--- src/rtl/xif_aes_issuer.sv ---
// xif_aes_issuer
// Core-side CV-X-IF initiator that drives one AES32 instruction at a time
// into the AES coprocessor. It runs issue, commit and result in order and
// returns the write-back data or a failure status on the response port.
//
// Ports
//   clk_i, rst_i                      clock, synchronous active-high reset
//   req_*                             local request: instr, rs1, rs2, kill
//   issue_*                           X-IF issue transaction (out: valid/instr/id/rs/rs_valid,
//                                     in: ready/accept)
//   commit_*                          X-IF commit transaction (valid, id, kill)
//   result_*                          X-IF result transaction (in: valid/id/data/rd, out: ready)
//   resp_*                            local response: data, rd, status
//                                     (0 OK, 1 NOT_ACCEPTED, 2 KILLED, 3 TIMEOUT)
//
// state       | meaning
// ------------+--------------------------------------------------------
// IDLE        | req_ready high, waiting for a request
// ISSUE       | issue_valid high, holding the issue payload until issue_ready
// COMMIT      | single-cycle commit; the result may arrive in this cycle
// WAIT_RESULT | result_ready high, waiting for a matching result or timeout
// RESP        | resp_valid high, holding the response until resp_ready
module xif_aes_issuer #(
    parameter int unsigned X_ID_WIDTH  = 4,
    parameter int unsigned X_RFR_WIDTH = 32,
    parameter int unsigned X_RFW_WIDTH = 32,
    parameter int unsigned TIMEOUT     = 64
) (
    input  logic                     clk_i,
    input  logic                     rst_i,

    input  logic                     req_valid,
    output logic                     req_ready,
    input  logic [31:0]              req_instr,
    input  logic [X_RFR_WIDTH-1:0]   req_rs1,
    input  logic [X_RFR_WIDTH-1:0]   req_rs2,
    input  logic                     req_kill,

    output logic                     issue_valid,
    input  logic                     issue_ready,
    output logic [31:0]              issue_instr,
    output logic [X_ID_WIDTH-1:0]    issue_id,
    output logic [2*X_RFR_WIDTH-1:0] issue_rs,
    output logic [1:0]               issue_rs_valid,
    input  logic                     issue_accept,

    output logic                     commit_valid,
    output logic [X_ID_WIDTH-1:0]    commit_id,
    output logic                     commit_kill,

    input  logic                     result_valid,
    output logic                     result_ready,
    input  logic [X_ID_WIDTH-1:0]    result_id,
    input  logic [X_RFW_WIDTH-1:0]   result_data,
    input  logic [4:0]               result_rd,

    output logic                     resp_valid,
    input  logic                     resp_ready,
    output logic [X_RFW_WIDTH-1:0]   resp_data,
    output logic [4:0]               resp_rd,
    output logic [1:0]               resp_status
);

    localparam int unsigned   TW       = (TIMEOUT > 1) ? $clog2(TIMEOUT) : 1;
    localparam logic [TW-1:0] TMO_LAST = TW'(TIMEOUT - 1);

    localparam logic [1:0] ST_OK      = 2'd0;
    localparam logic [1:0] ST_NOT_ACC = 2'd1;
    localparam logic [1:0] ST_KILLED  = 2'd2;
    localparam logic [1:0] ST_TIMEOUT = 2'd3;

    typedef enum logic [2:0] {
        IDLE,
        ISSUE,
        COMMIT,
        WAIT_RESULT,
        RESP
    } state_t;

    state_t                state_q;
    logic [X_ID_WIDTH-1:0] id_q;
    logic [TW-1:0]         tmo_q;
    logic                  kill_q;
    logic                  accept_q;
    logic                  id_match;

    // The ID only moves on a response handshake, so it is stable for the
    // whole issue/commit/result sequence and can drive both ID outputs.
    assign issue_id  = id_q;
    assign commit_id = id_q;
    assign id_match  = result_valid && (result_id == id_q);

    always_ff @(posedge clk_i) begin
        if (rst_i) begin
            state_q        <= IDLE;
            id_q           <= '0;
            tmo_q          <= '0;
            kill_q         <= 1'b0;
            accept_q       <= 1'b0;
            req_ready      <= 1'b1;
            issue_valid    <= 1'b0;
            issue_instr    <= '0;
            issue_rs       <= '0;
            issue_rs_valid <= 2'b00;
            commit_valid   <= 1'b0;
            commit_kill    <= 1'b0;
            result_ready   <= 1'b0;
            resp_valid     <= 1'b0;
            resp_data      <= '0;
            resp_rd        <= '0;
            resp_status    <= ST_OK;
        end else begin
            case (state_q)
                IDLE: begin
                    if (req_valid) begin
                        issue_instr    <= req_instr;
                        issue_rs       <= {req_rs2, req_rs1};
                        issue_rs_valid <= 2'b11;
                        issue_valid    <= 1'b1;
                        kill_q         <= req_kill;
                        req_ready      <= 1'b0;
                        state_q        <= ISSUE;
                    end
                end

                ISSUE: begin
                    if (issue_ready) begin
                        accept_q       <= issue_accept;
                        issue_valid    <= 1'b0;
                        issue_rs_valid <= 2'b00;
                        commit_valid   <= 1'b1;
                        commit_kill    <= kill_q | ~issue_accept;
                        // The coprocessor may answer combinationally with the
                        // commit, so be ready in COMMIT for a live instruction.
                        result_ready   <= issue_accept & ~kill_q;
                        state_q        <= COMMIT;
                    end
                end

                COMMIT: begin
                    commit_valid <= 1'b0;
                    commit_kill  <= 1'b0;
                    if (!accept_q) begin
                        resp_data    <= '0;
                        resp_rd      <= '0;
                        resp_status  <= ST_NOT_ACC;
                        resp_valid   <= 1'b1;
                        result_ready <= 1'b0;
                        state_q      <= RESP;
                    end else if (kill_q) begin
                        resp_data    <= '0;
                        resp_rd      <= '0;
                        resp_status  <= ST_KILLED;
                        resp_valid   <= 1'b1;
                        result_ready <= 1'b0;
                        state_q      <= RESP;
                    end else if (id_match) begin
                        resp_data    <= result_data;
                        resp_rd      <= result_rd;
                        resp_status  <= ST_OK;
                        resp_valid   <= 1'b1;
                        result_ready <= 1'b0;
                        state_q      <= RESP;
                    end else begin
                        tmo_q        <= '0;
                        result_ready <= 1'b1;
                        state_q      <= WAIT_RESULT;
                    end
                end

                WAIT_RESULT: begin
                    // Results with a foreign ID are acknowledged and dropped.
                    if (id_match) begin
                        resp_data    <= result_data;
                        resp_rd      <= result_rd;
                        resp_status  <= ST_OK;
                        resp_valid   <= 1'b1;
                        result_ready <= 1'b0;
                        state_q      <= RESP;
                    end else if (tmo_q == TMO_LAST) begin
                        resp_data    <= '0;
                        resp_rd      <= '0;
                        resp_status  <= ST_TIMEOUT;
                        resp_valid   <= 1'b1;
                        result_ready <= 1'b0;
                        state_q      <= RESP;
                    end else if (tmo_q != {TW{1'b1}}) begin
                        tmo_q <= tmo_q + 1'b1;
                    end
                end

                RESP: begin
                    if (resp_ready) begin
                        resp_valid <= 1'b0;
                        req_ready  <= 1'b1;
                        id_q       <= id_q + 1'b1;
                        state_q    <= IDLE;
                    end
                end

                default: begin
                    state_q <= IDLE;
                end
            endcase
        end
    end

endmodule

--- config.mk ---
export PLATFORM = sky130hd
export DESIGN_NAME = xif_aes_issuer
export DESIGN_NICKNAME = d
export VERILOG_FILES = /design/src/rtl/xif_aes_issuer.sv
export SDC_FILE = /design/constraint.sdc
export NUM_CORES = 1
export LEC_CHECK = 0
export CORE_UTILIZATION = 41
export CTS_CLUSTER_DIAMETER = 80
export DETAILED_ROUTE_END_ITERATION = 12
export PLACE_DENSITY = 0.9
export SETUP_SLACK_MARGIN = 0.5
export SLEW_MARGIN = 25
export SYNTH_ARGS = -nofsm -noshare
export SYNTH_HDL_FRONTEND = slang
export SYNTH_SLANG_ARGS = --single-unit
export TNS_END_PERCENT = 50
--- constraint.sdc ---
create_clock -name clk_i -period 2.1 [get_ports clk_i]
set_input_delay 0.42 -clock clk_i [delete_from_list [all_inputs] [get_ports clk_i]]
set_output_delay 0.42 -clock clk_i [all_outputs]
set_load 0.03 [all_outputs]
Word-level counts from Yosys, hierarchy flattened
Cells that the tools add are included.
{"block": "word_totals", "word_cells": 121, "out_inout_bits": 151, "reg_bits": 158, "inputBits": 145}
{"block": "op_classes", "n_bitwise": 4, "reduce_logical": 19, "eq_ne": 18, "addsub": 2, "muxes": 61}
{"cell": "32-bit 2-to-1 mux", "count": 5}
{"cell": "32-bit case mux with 2 select lines", "count": 1}
{"cell": "6-bit 2-to-1 mux", "count": 6}
{"cell": "5-bit 2-to-1 mux", "count": 5}
{"cell": "3-bit 2-to-1 mux", "count": 8}
{"cell": "1-bit 2-to-1 mux", "count": 18}
{"cell": "2-bit inequality test (second input constant)", "count": 9}
{"cell": "3-bit case mux with 5 select lines", "count": 1}
{"cell": "2-bit 2-to-1 mux", "count": 7}
{"cell": "6-bit case mux with 2 select lines", "count": 1}
{"cell": "3-bit AND reduction", "count": 4}
{"cell": "5-bit case mux with 2 select lines", "count": 1}
{"cell": "1-bit case mux with 2 select lines", "count": 4}
{"cell": "2-bit case mux with 2 select lines", "count": 2}
{"cell": "2-bit AND reduction", "count": 4}
{"cell": "4-bit AND reduction", "count": 2}
{"cell": "2-bit nonzero test", "count": 4}
{"cell": "7-bit AND reduction", "count": 1}
{"cell": "6-bit by 1-bit adder with 6-bit output (second input constant)", "count": 1}
{"cell": "3-bit by 2-bit == test with 1-bit output (second input constant)", "count": 2}
{"cell": "6-bit == test (second input constant)", "count": 1}
{"cell": "6-bit inequality test (second input constant)", "count": 1}
{"cell": "1-bit case mux with 3 select lines", "count": 2}
{"cell": "3-bit nonzero test", "count": 2}
{"cell": "other kinds (11)", "count": 12}

Logic depth before layout (Yosys ltp)
Gate-level depths: netlist of run 1.
{"block": "depth", "depth_word": 6, "mapped_depth": 8, "mapped_depth_nobuf": 6}

Worst setup path before layout of run 1
Ideal clock, no wire load.
{"block": "synth_path", "path_kind": "flip-flop to flip-flop", "startpoint": "reg id_q[0], in the netlist commit_id[0]", "endpoint": "reg resp_data[17]", "n_path_buf": 1, "t_required_ps": 2029, "period_less_slack_ps": 1830, "setup_time_ps": 71, "path_slack_ps": 270, "arrival_ps": 1759, "stages_incl_launch_ff": 7, "path_cell_list": "dfxtp_1 -> xnor2_2 -> nand3_2 -> o31ai_4 -> buf_6 -> nand4_1 -> a21oi_1"}
{"block": "synth_via", "elab_chain_len": 4, "word_cells_on_any_way": 7, "classes_between": "eq/ne (3); mux (2); reduce/logical (2)"}
{"item": "from (decl)", "line_no": "81", "source": "logic [X_ID_WIDTH-1:0] id_q;"}
{"item": "from (signal assigned)", "line_no": "196", "source": "id_q <= id_q + 1'b1;"}
{"item": "4-bit == test (*)", "line_no": "91", "source": "assign id_match = result_valid && (result_id == id_q);"}
{"item": "1-bit logical AND (*)", "line_no": "91"}
{"item": "4-bit inequality test (no source line) (tied with other cells)"}
{"item": "3-bit AND reduction (no source line) or 32-bit case mux with 2 select lines (tied branches)"}
{"item": "to (signal assigned)", "line_no": "158", "source": "resp_data <= result_data;"}
{"item": "to (signal assigned)", "line_no": "174", "source": "resp_data <= result_data;"}
{"item": "to (decl)", "line_no": "59", "source": "output logic [X_RFW_WIDTH-1:0] resp_data,"}
Mark *: on every way between the ends. The rest lies on a longest branch, timed or not.
A chain may end at the register's enable or synchronous reset.

Final worst setup path of run 1
{"block": "layout_path", "startpoint": "reg id_q[2], in the netlist commit_id[2]", "endpoint": "reg resp_data[6]"}
Same word-level chain as after synthesis.

==> results of run 1 <==
==> registers in the layout, summed over array words and instances (netlist names), 2 cells and up <==
signal,cells
resp_status,2
resp_rd,5
issue_rs,64
state_q,3
tmo_q,6
resp_data,32
commit_id,4
issue_instr,32
==> critical path, cell delays in order, from the launching register on <==
cell and delay [ns]:
dfxtp_4 0.36, xnor2_2 0.19, nand3_2 0.17, o31ai_4 0.21
buf_4 0.15, buf_8 0.12, buf_12 0.12, nand4_1 0.15
a21oi_2 0.17
==> cell families after synthesis <==
family,count (synthesis)
adders and majority gates,2
xor gates and xnor gates,12
and+or+nand+nor,333
muxes,6
DFF,156
AOI/OAI and AO/OA,162
buffers and inverters,74
==> layer usage <==
layer / wire length (microns) / part of all wire [%] / global-route usage (%)
met1: 8165 / 39 / 28.70
met2: 10230 / 49 / 43.26
met3: 1417 / 6.8 / 6.057
met4: 938 / 4.5 / 13.68
met5: 0 / 0 / 0
==> synth_stat cells (2+ instances only) <==
master | n | area [sq um]
nand2_1 | 207 | 777.0
dfxtp_1 | 156 | 3123
a21oi_1 | 139 | 695.7
nand3_1 | 44 | 220.2
nand4_1 | 38 | 237.7
clkbuf_1 | 29 | 108.9
nor2_1 | 20 | 75.07
buf_2 | 19 | 95.09
buf_6 | 11 | 123.9
buf_4 | 8 | 60.06
mux2i_1 | 6 | 60.06
xnor2_1 | 6 | 52.55
nor3_1 | 5 | 25.02
a31oi_1 | 4 | 25.02
inv_1 | 4 | 15.01
a221oi_2 | 3 | 45.04
and2_1 | 3 | 18.77
and3_1 | 3 | 18.77
buf_1 | 3 | 11.26
xnor2_2 | 3 | 48.80
xor2_1 | 3 | 26.28
a211oi_1 | 2 | 15.01
ha_1 | 2 | 25.02
nand2b_1 | 2 | 12.51
nor2b_1 | 2 | 12.51
o21ai_1 | 2 | 10.01
==> cell type report <==
type	instances	area, sq um
clock buffer	18	429.2
fill	1092	4368
sequential	156	3156
clock inverter	13	165.2
multi-input combinational	515	2759
inverter	4	15.01
tap	184	230.2
timing repair buffer	344	3467
==> final timing paths <==
check	to	slack (ns)	cells past startpoint
worst max register to register	resp_data[6]	0.39	8
worst max-delay path	resp_data[6]	0.39	8
worst min-delay path	resp_data[14]	0.34	2
worst min register to register	issue_instr[0]	0.45	2
==> power groups by stage <==
stage,sequential (mW),combinational [mW],clock (mW)
2_1_floorplan,3.67,0.648,0
3_3_place_gp,3.32,1.81,0
3_5_place_dp,3.33,1.83,0
4_1_cts,3.26,1.79,3.19
5_1_grt,3.28,2.05,3.34
6_report,3.26,1.93,3.13
==> per-stage QoR <==
step	utilization (%)	cell area [sq um]	power (mW)
after floorplan	-	6151	4.314
after global placement	63.30	9235	5.127
after detailed placement	63.30	9235	5.159
after CTS	68.25	9957	8.240
after global routing	70.06	10220	8.673
final	70.06	10220	8.320
==> repair_timing <==
| action | in CTS | in global routing |
|---|---|---|
| setup endpoints to repair | 300 | 205 |
| pin swaps | 9 | 72 |
| gates cloned | 4 | 6 |
| setup buffers | 9 | 9 |
| resized for setup | 234 | 91 |
==> run summary, run 1 <==
Largest net degree at the start of global routing - 52
Critical Path RT - 2.45 ns
Global-route wire length before repair - 31,420 microns
Final setup margin - 0.3909 ns
Die boundary height - 124.4 microns
Clock Root Buffer - clkbuf_16
Pwr dens - 814.0 mW/mm^2
Worst-skew pair later-pin latency - 0.42 ns
Gr usage total - 25.19%
Clk_skew - 0.007556 ns
Worst-path maximum fanout - 5
Die X - 124.4 microns
ANT nets after route - 0
Sequential area share after synthesis - 50.85%
Final Setup Violations - 0
RSZ-0062 raised after global routing - true
Post-synthesis xor/xnor area fraction - 2.078%
Relative slew slack - 69.51%
Global route total overflow - 0
Area Growth Syn to Fin - 66.41%
Compound-cell area share of the yosys netlist - 14.79%
CP endpoint kind - flop
Hold_buf cts - 0
Clock Path Buffers - 2
# H-tree levels - 4
Vias - 6,608
CTS tree - built
Vias per cell - 5.355
Placer Congestion - 0.8302
Inst Count DP - 1,175
Period utilization - 81.38%
Die ar. - 0.01547 sq mm
Most frequent cells in the layout - nand2_1, dfxtp_1, clkdlybuf4s50_1, a21oi_1, dlygate4sd2_1
CP startpoint kind - flop
Yosys warning count - 0
Nets@finish - 1,185
Critical hold path startpoint - rst_i
Arr. time, crit path - 2.06 ns
Max-cap viol count - 0
Drt wl/cell - 16.82 microns
Vias in the first global route - 6,263
Clock-pin slew on the worst setup and hold paths - 0.06 ns
Int Power - 5.844 mW
Path type of the worst min-delay path - input pin to flop
Main combinational cell family by area after synthesis - simple AND/OR/NAND/NOR gates
Kind of critical path - flop to flop
Cells after synthesis - 745
Number of synthesized register bits - 156
Crit. Startpoint - commit_id[2]
Worst slew pin tran - 0.4574 ns
Sw Share - 29.75%
Final WL - 20,750 microns
Sw power - 2.476 mW
1st-iter DRT viols - 473
IO Count - 296
Core area - 0.01459 sq mm
Result of the run - completed
Max Freq - 585.1 MHz
Unique masters post-synth - 47
Inserted Diodes - 0
Post-Place Worst Slack - -0.03463 ns
Power share of the sequential group - 39.1%
Antenna violations before repair - 0
Most used DFF post-synth - dfxtp_1
Mapped Area - 0.006142 sq mm
Syn avg cell area - 8.244 sq um
Share of cells above drive strength 1 - 15.33%
Net Count, Synth - 892
Final Hold Vio Count - 0
Leak Pwr - 4.367 nW
Cell Count, Final, Fillers Out - 1,234
Post-synthesis mux area share - 0.9778%
Crit path time final - 1.709 ns
Slew Limit Fails - 0
Worst vdd ir - 0.0005146 V
Detail Placement HPWL - 12,990 microns
Simple-Gate Fraction of Synth Area - 24.16%
Initial DRT Pass Iterations - 5
# DRC - 0
Initial core utilization - 42.10%
FP Rows - 44
CTS buffer count - 17
Adder-cell share of the synthesized area - 0.4074%
Sum Neg Setup Slack - 0 ns
Clock Sinks - 156
Post-synthesis async set-or-reset flop share - 0%
Hold slack - 0.3435 ns
Comb pwr share - 23.2%
Commonest non-fill, non-tap cell in the layout - nand2_1
Worst r2r src - commit_id[2]
Clock power share - 37.7%
IO buf count - 295
Post-synth EDFFs - 0
Power figures use the tool's default switching activity.
==> inputs of run 2 (changes only) <==
- CORE_UTILIZATION: 41 -> 37
- PLACE_DENSITY: 0.9 -> 0.86
- clock period: 2.1 -> 1.5 ns (I/O delays scaled with it)
==> run 2 against run 1 <==
Net effect: the flow now finishes with violations (negative setup slack); fmax increased by 3.6%; die area rose by 11%; clock power up 33%; combinational power grew 100%; largest cell class unchanged; clock skew is 0.0024 ns higher; first-iteration DRC count shrank 26%; sequential power up 44%.
==> run summary, run 2 (synthesis gave the netlist of run 1 again) <==
Share of cells above drive strength 1 - 55.70% (was 15.33%)
Slew Limit Fails - 0 (unchanged)
Global route total overflow - 0 (unchanged)
Clock Root Buffer - clkbuf_16 (unchanged)
Clock-pin slew on the worst setup and hold paths - 0.06 ns (about the same)
Detail Placement HPWL - 14,150 microns (was 12,990 microns)
Final Setup Violations - 125 (was 0)
CTS buffer count - 17 (unchanged)
Register-to-Register Path Depth - 7 (was 8)
ANT nets after route - 0 (unchanged)
Hold Path End - commit_id[2] (was resp_data[14])
Die X - 130.8 microns (was 124.4 microns)
Area Growth Syn to Fin - 99.92% (was 66.41%)
Largest regs - issue_rs: 64 flops, issue_instr: 32 flops, resp_data: 32 flops (unchanged)
Family with the most delay on the worst path - compound AO/OA/AOI/OAI gates (was buffers and inverters)
Area of the multi-input gates - 0.003656 sq mm (was 0.002759 sq mm)
Worst r2r src - commit_id[2] (unchanged)
Clock Sinks - 156 (unchanged)
Critical hold path startpoint - rst_i (unchanged)
Pwr dens - 1034 mW/mm^2 (was 814.0 mW/mm^2)
Final setup margin - -0.1489 ns (was 0.3909 ns)
Kind of critical path - flop to flop (unchanged)
Failing checks - negative setup slack
Vias - 7,171 (was 6,608)
Sw power - 4.081 mW (was 2.476 mW)
Most frequent cells in the layout - buf_6, clkdlybuf4s50_1, nand2_1, dfxtp_2, a21oi_2 (was nand2_1, dfxtp_1, clkdlybuf4s50_1, a21oi_1, dlygate4sd2_1)
Antenna violations before repair - 0 (unchanged)
Nets@finish - 1,249 (was 1,185)
CP peak stage delay - 0.36 ns (about the same)
FF/Latch Area - 0.003316 sq mm (was 0.003156 sq mm)
Initial core utilization - 38.25% (was 42.10%)
Critical Path RT - 1.84 ns (was 2.45 ns)
Path type of the worst min-delay path - input pin to flop (unchanged)
R2r endpoint - resp_data[7] (was resp_data[6])
Power share of the sequential group - 36.9% (was 39.1%)
R2r setup slk - -0.15 ns (was 0.39 ns)
Met2 WL - 14,160 microns (was 10,230 microns)
Number of flip-flops in the largest register - 64 (unchanged)
Relative slew slack - 74.34% (was 69.51%)
Period utilization - 109.9% (was 81.38%)
Placer Congestion - 0.8468 (was 0.8302)
Vias in the first global route - 6,127 (was 6,263)
Met3 WL post-DR - 1626 microns (was 1417 microns)
Global-route wire length before repair - 30,110 microns (was 31,420 microns)
Final WL - 26,780 microns (was 20,750 microns)
Die boundary height - 130.8 microns (was 124.4 microns)
Number of fill cells - 911 (was 1,092)
Final Instance Area - 0.01228 sq mm (was 0.01022 sq mm)
Worst-skew pair later-pin latency - 0.42 ns (about the same)
Sw Share - 32.14% (was 29.75%)
Core area - 0.01606 sq mm (was 0.01459 sq mm)
Drt wl/cell - 20.12 microns (was 16.82 microns)
Clock Path Buffers - 2 (unchanged)
CP endpoint kind - flop (unchanged)
Worst-path maximum fanout - 9 (was 5)
Clock power share - 32.7% (was 37.7%)
Hold Path Stages - 2 (unchanged)
Wl on met1 - 9751 microns (was 8165 microns)
# H-tree levels - 4 (unchanged)
Max-cap viol count - 0 (unchanged)
Comb pwr share - 30.4% (was 23.2%)
Vias per cell - 5.388 (was 5.355)
Int Power - 8.619 mW (was 5.844 mW)
Area after DPL - 0.009633 sq mm (was 0.009235 sq mm)
Sum Neg Setup Slack - -6.728 ns (was 0 ns)
Fin util - 76.47% (was 70.06%)
Largest reg by FF count - issue_rs (unchanged)
Crit-path slowest cell - dfxtp_4 (unchanged)
Commonest non-fill, non-tap cell in the layout - buf_6 (was nand2_1)
Crit path time final - 1.649 ns (was 1.709 ns)
Result of the run - finished with violations (was completed)
Most used cell, CP - buf_6
Max Freq - 606.5 MHz (was 585.1 MHz)
FP Rows - 46 (was 44)
Leak Pwr - 5.040 nW (was 4.367 nW)
Inserted Diodes - 0 (unchanged)
Arr. time, crit path - 1.99 ns (was 2.06 ns)
CP cell instances - xnor2_2, nand3_2, o31ai_4, buf_6, buf_6, nand4_1, a21oi_1 (was xnor2_2, nand3_2, o31ai_4, buf_4, buf_8, buf_12, nand4_1, a21oi_2)
CTS tree - built (unchanged)
Worst vdd ir - 0.0007833 V (was 0.0005146 V)
Gr usage total - 22.86% (was 25.19%)
IO buf count - 295 (unchanged)
Final Hold Vio Count - 0 (unchanged)
Pwr Total - 12.70 mW (was 8.320 mW)
Die ar. - 0.01712 sq mm (was 0.01547 sq mm)
Top layer in use - met4 (unchanged)
IO Count - 296 (unchanged)
RSZ-0062 raised after global routing - true (unchanged)
Hold slack - 0.2919 ns (was 0.3435 ns)
1st-iter DRT viols - 348 (was 473)
Clk_skew - 0.009946 ns (was 0.007556 ns)
Initial DRT Pass Iterations - 5 (unchanged)
Crit path buf inv count - 2 (was 3)
# DRC - 0 (unchanged)
CP startpoint kind - flop (unchanged)
Largest net degree at the start of global routing - 52 (unchanged)
Worst slew pin tran - 0.3850 ns (was 0.4574 ns)
==> run 2: changes by cell type in the layout (fill, tap and decap cells not counted), moves of 60 or more <==
| cell | previous run | this run |
|---|---|---|
| dfxtp_2 | 2 | 133 |
| nand2_4 | 2 | 62 |
| buf_6 | 5 | 157 |
| nand2_1 | 205 | 133 |
| a21oi_2 | 8 | 75 |
| dlygate4sd2_1 | 72 | 4 |
| dfxtp_1 | 146 | 16 |
| a21oi_1 | 131 | 64 |
==> run 2: worst reg2reg max path, delay by kind of cell (launching register included) <==
kind	cells	cell delay, ns
compound gates	2	0.45
xor+xnor	1	0.19
buf+inv	2	0.32
flops	1	0.36
simple gates	2	0.26
==> run 2: worst max-delay path by stage <==
stage / startpoint / to / slack (ns) / cells past startpoint
floorplan: commit_id[2] / resp_data[17] / 0.02 / 6
global placement: result_id[3] / resp_data[22] / -0.40 / 7
detailed placement: result_id[3] / resp_data[18] / -0.45 / 7
CTS: commit_id[0] / resp_data[23] / -0.02 / 6
global route: commit_id[2] / resp_data[7] / -0.24 / 7
finish: commit_id[2] / resp_data[7] / -0.15 / 7
==> run 2: timing repair <==
| action | in CTS | in global routing |
|---|---|---|
| hold buffers | 0 | 0 |
| endpoints found under the hold margin | 0 | 0 |
| pin swaps | 29 | 144 |
| setup buffers | 17 | 22 |
| gates cloned | 0 | 19 |
| setup endpoints to repair | 307 | 307 |
| gates resized for setup | 1060 | 356 |
==> run 2: through the flow <==
| step | std cells | setup slack, ns |
|---|---|---|
| 2_1_floorplan | 745 | 0.02171 |
| 3_3_place_gp | 1241 | -0.4003 |
| 3_5_place_dp | 1241 | -0.4466 |
| 4_1_cts | 1290 | -0.02130 |
| 5_1_grt | 1331 | -0.2358 |
| 6_report | 1331 | -0.1489 |
==> run 2: final cells by class <==
type	instances	share of cell area, %
clock inverter	13	0.9374
multi-input combinational	518	29.77
tap	216	2.201
sequential	156	27.00
inverter	4	0.1223
clock buffer	19	3.607
timing repair buffer	405	36.36
==> run 2: layer usage <==
metal | up-vias | GRT usage, %
met5 | - | 0
met4 | 0 | 12.31
met3 | 95 | 5.212
met2 | 339 | 40.52
met1 | 3485 | 25.37
li1 | 3252 | -
==> run 2: power groups by stage <==
| stage | clock network (mW) | registers [mW] | logic (mW) |
|---|---|---|---|
| 2_1_floorplan | 0 | 5.13 | 0.977 |
| 3_3_place_gp | 0 | 4.64 | 2.67 |
| 3_5_place_dp | 0 | 4.66 | 2.70 |
| 4_1_cts | 4.17 | 4.65 | 2.77 |
| 5_1_grt | 4.39 | 4.72 | 4.03 |
| 6_report | 4.15 | 4.69 | 3.86 |
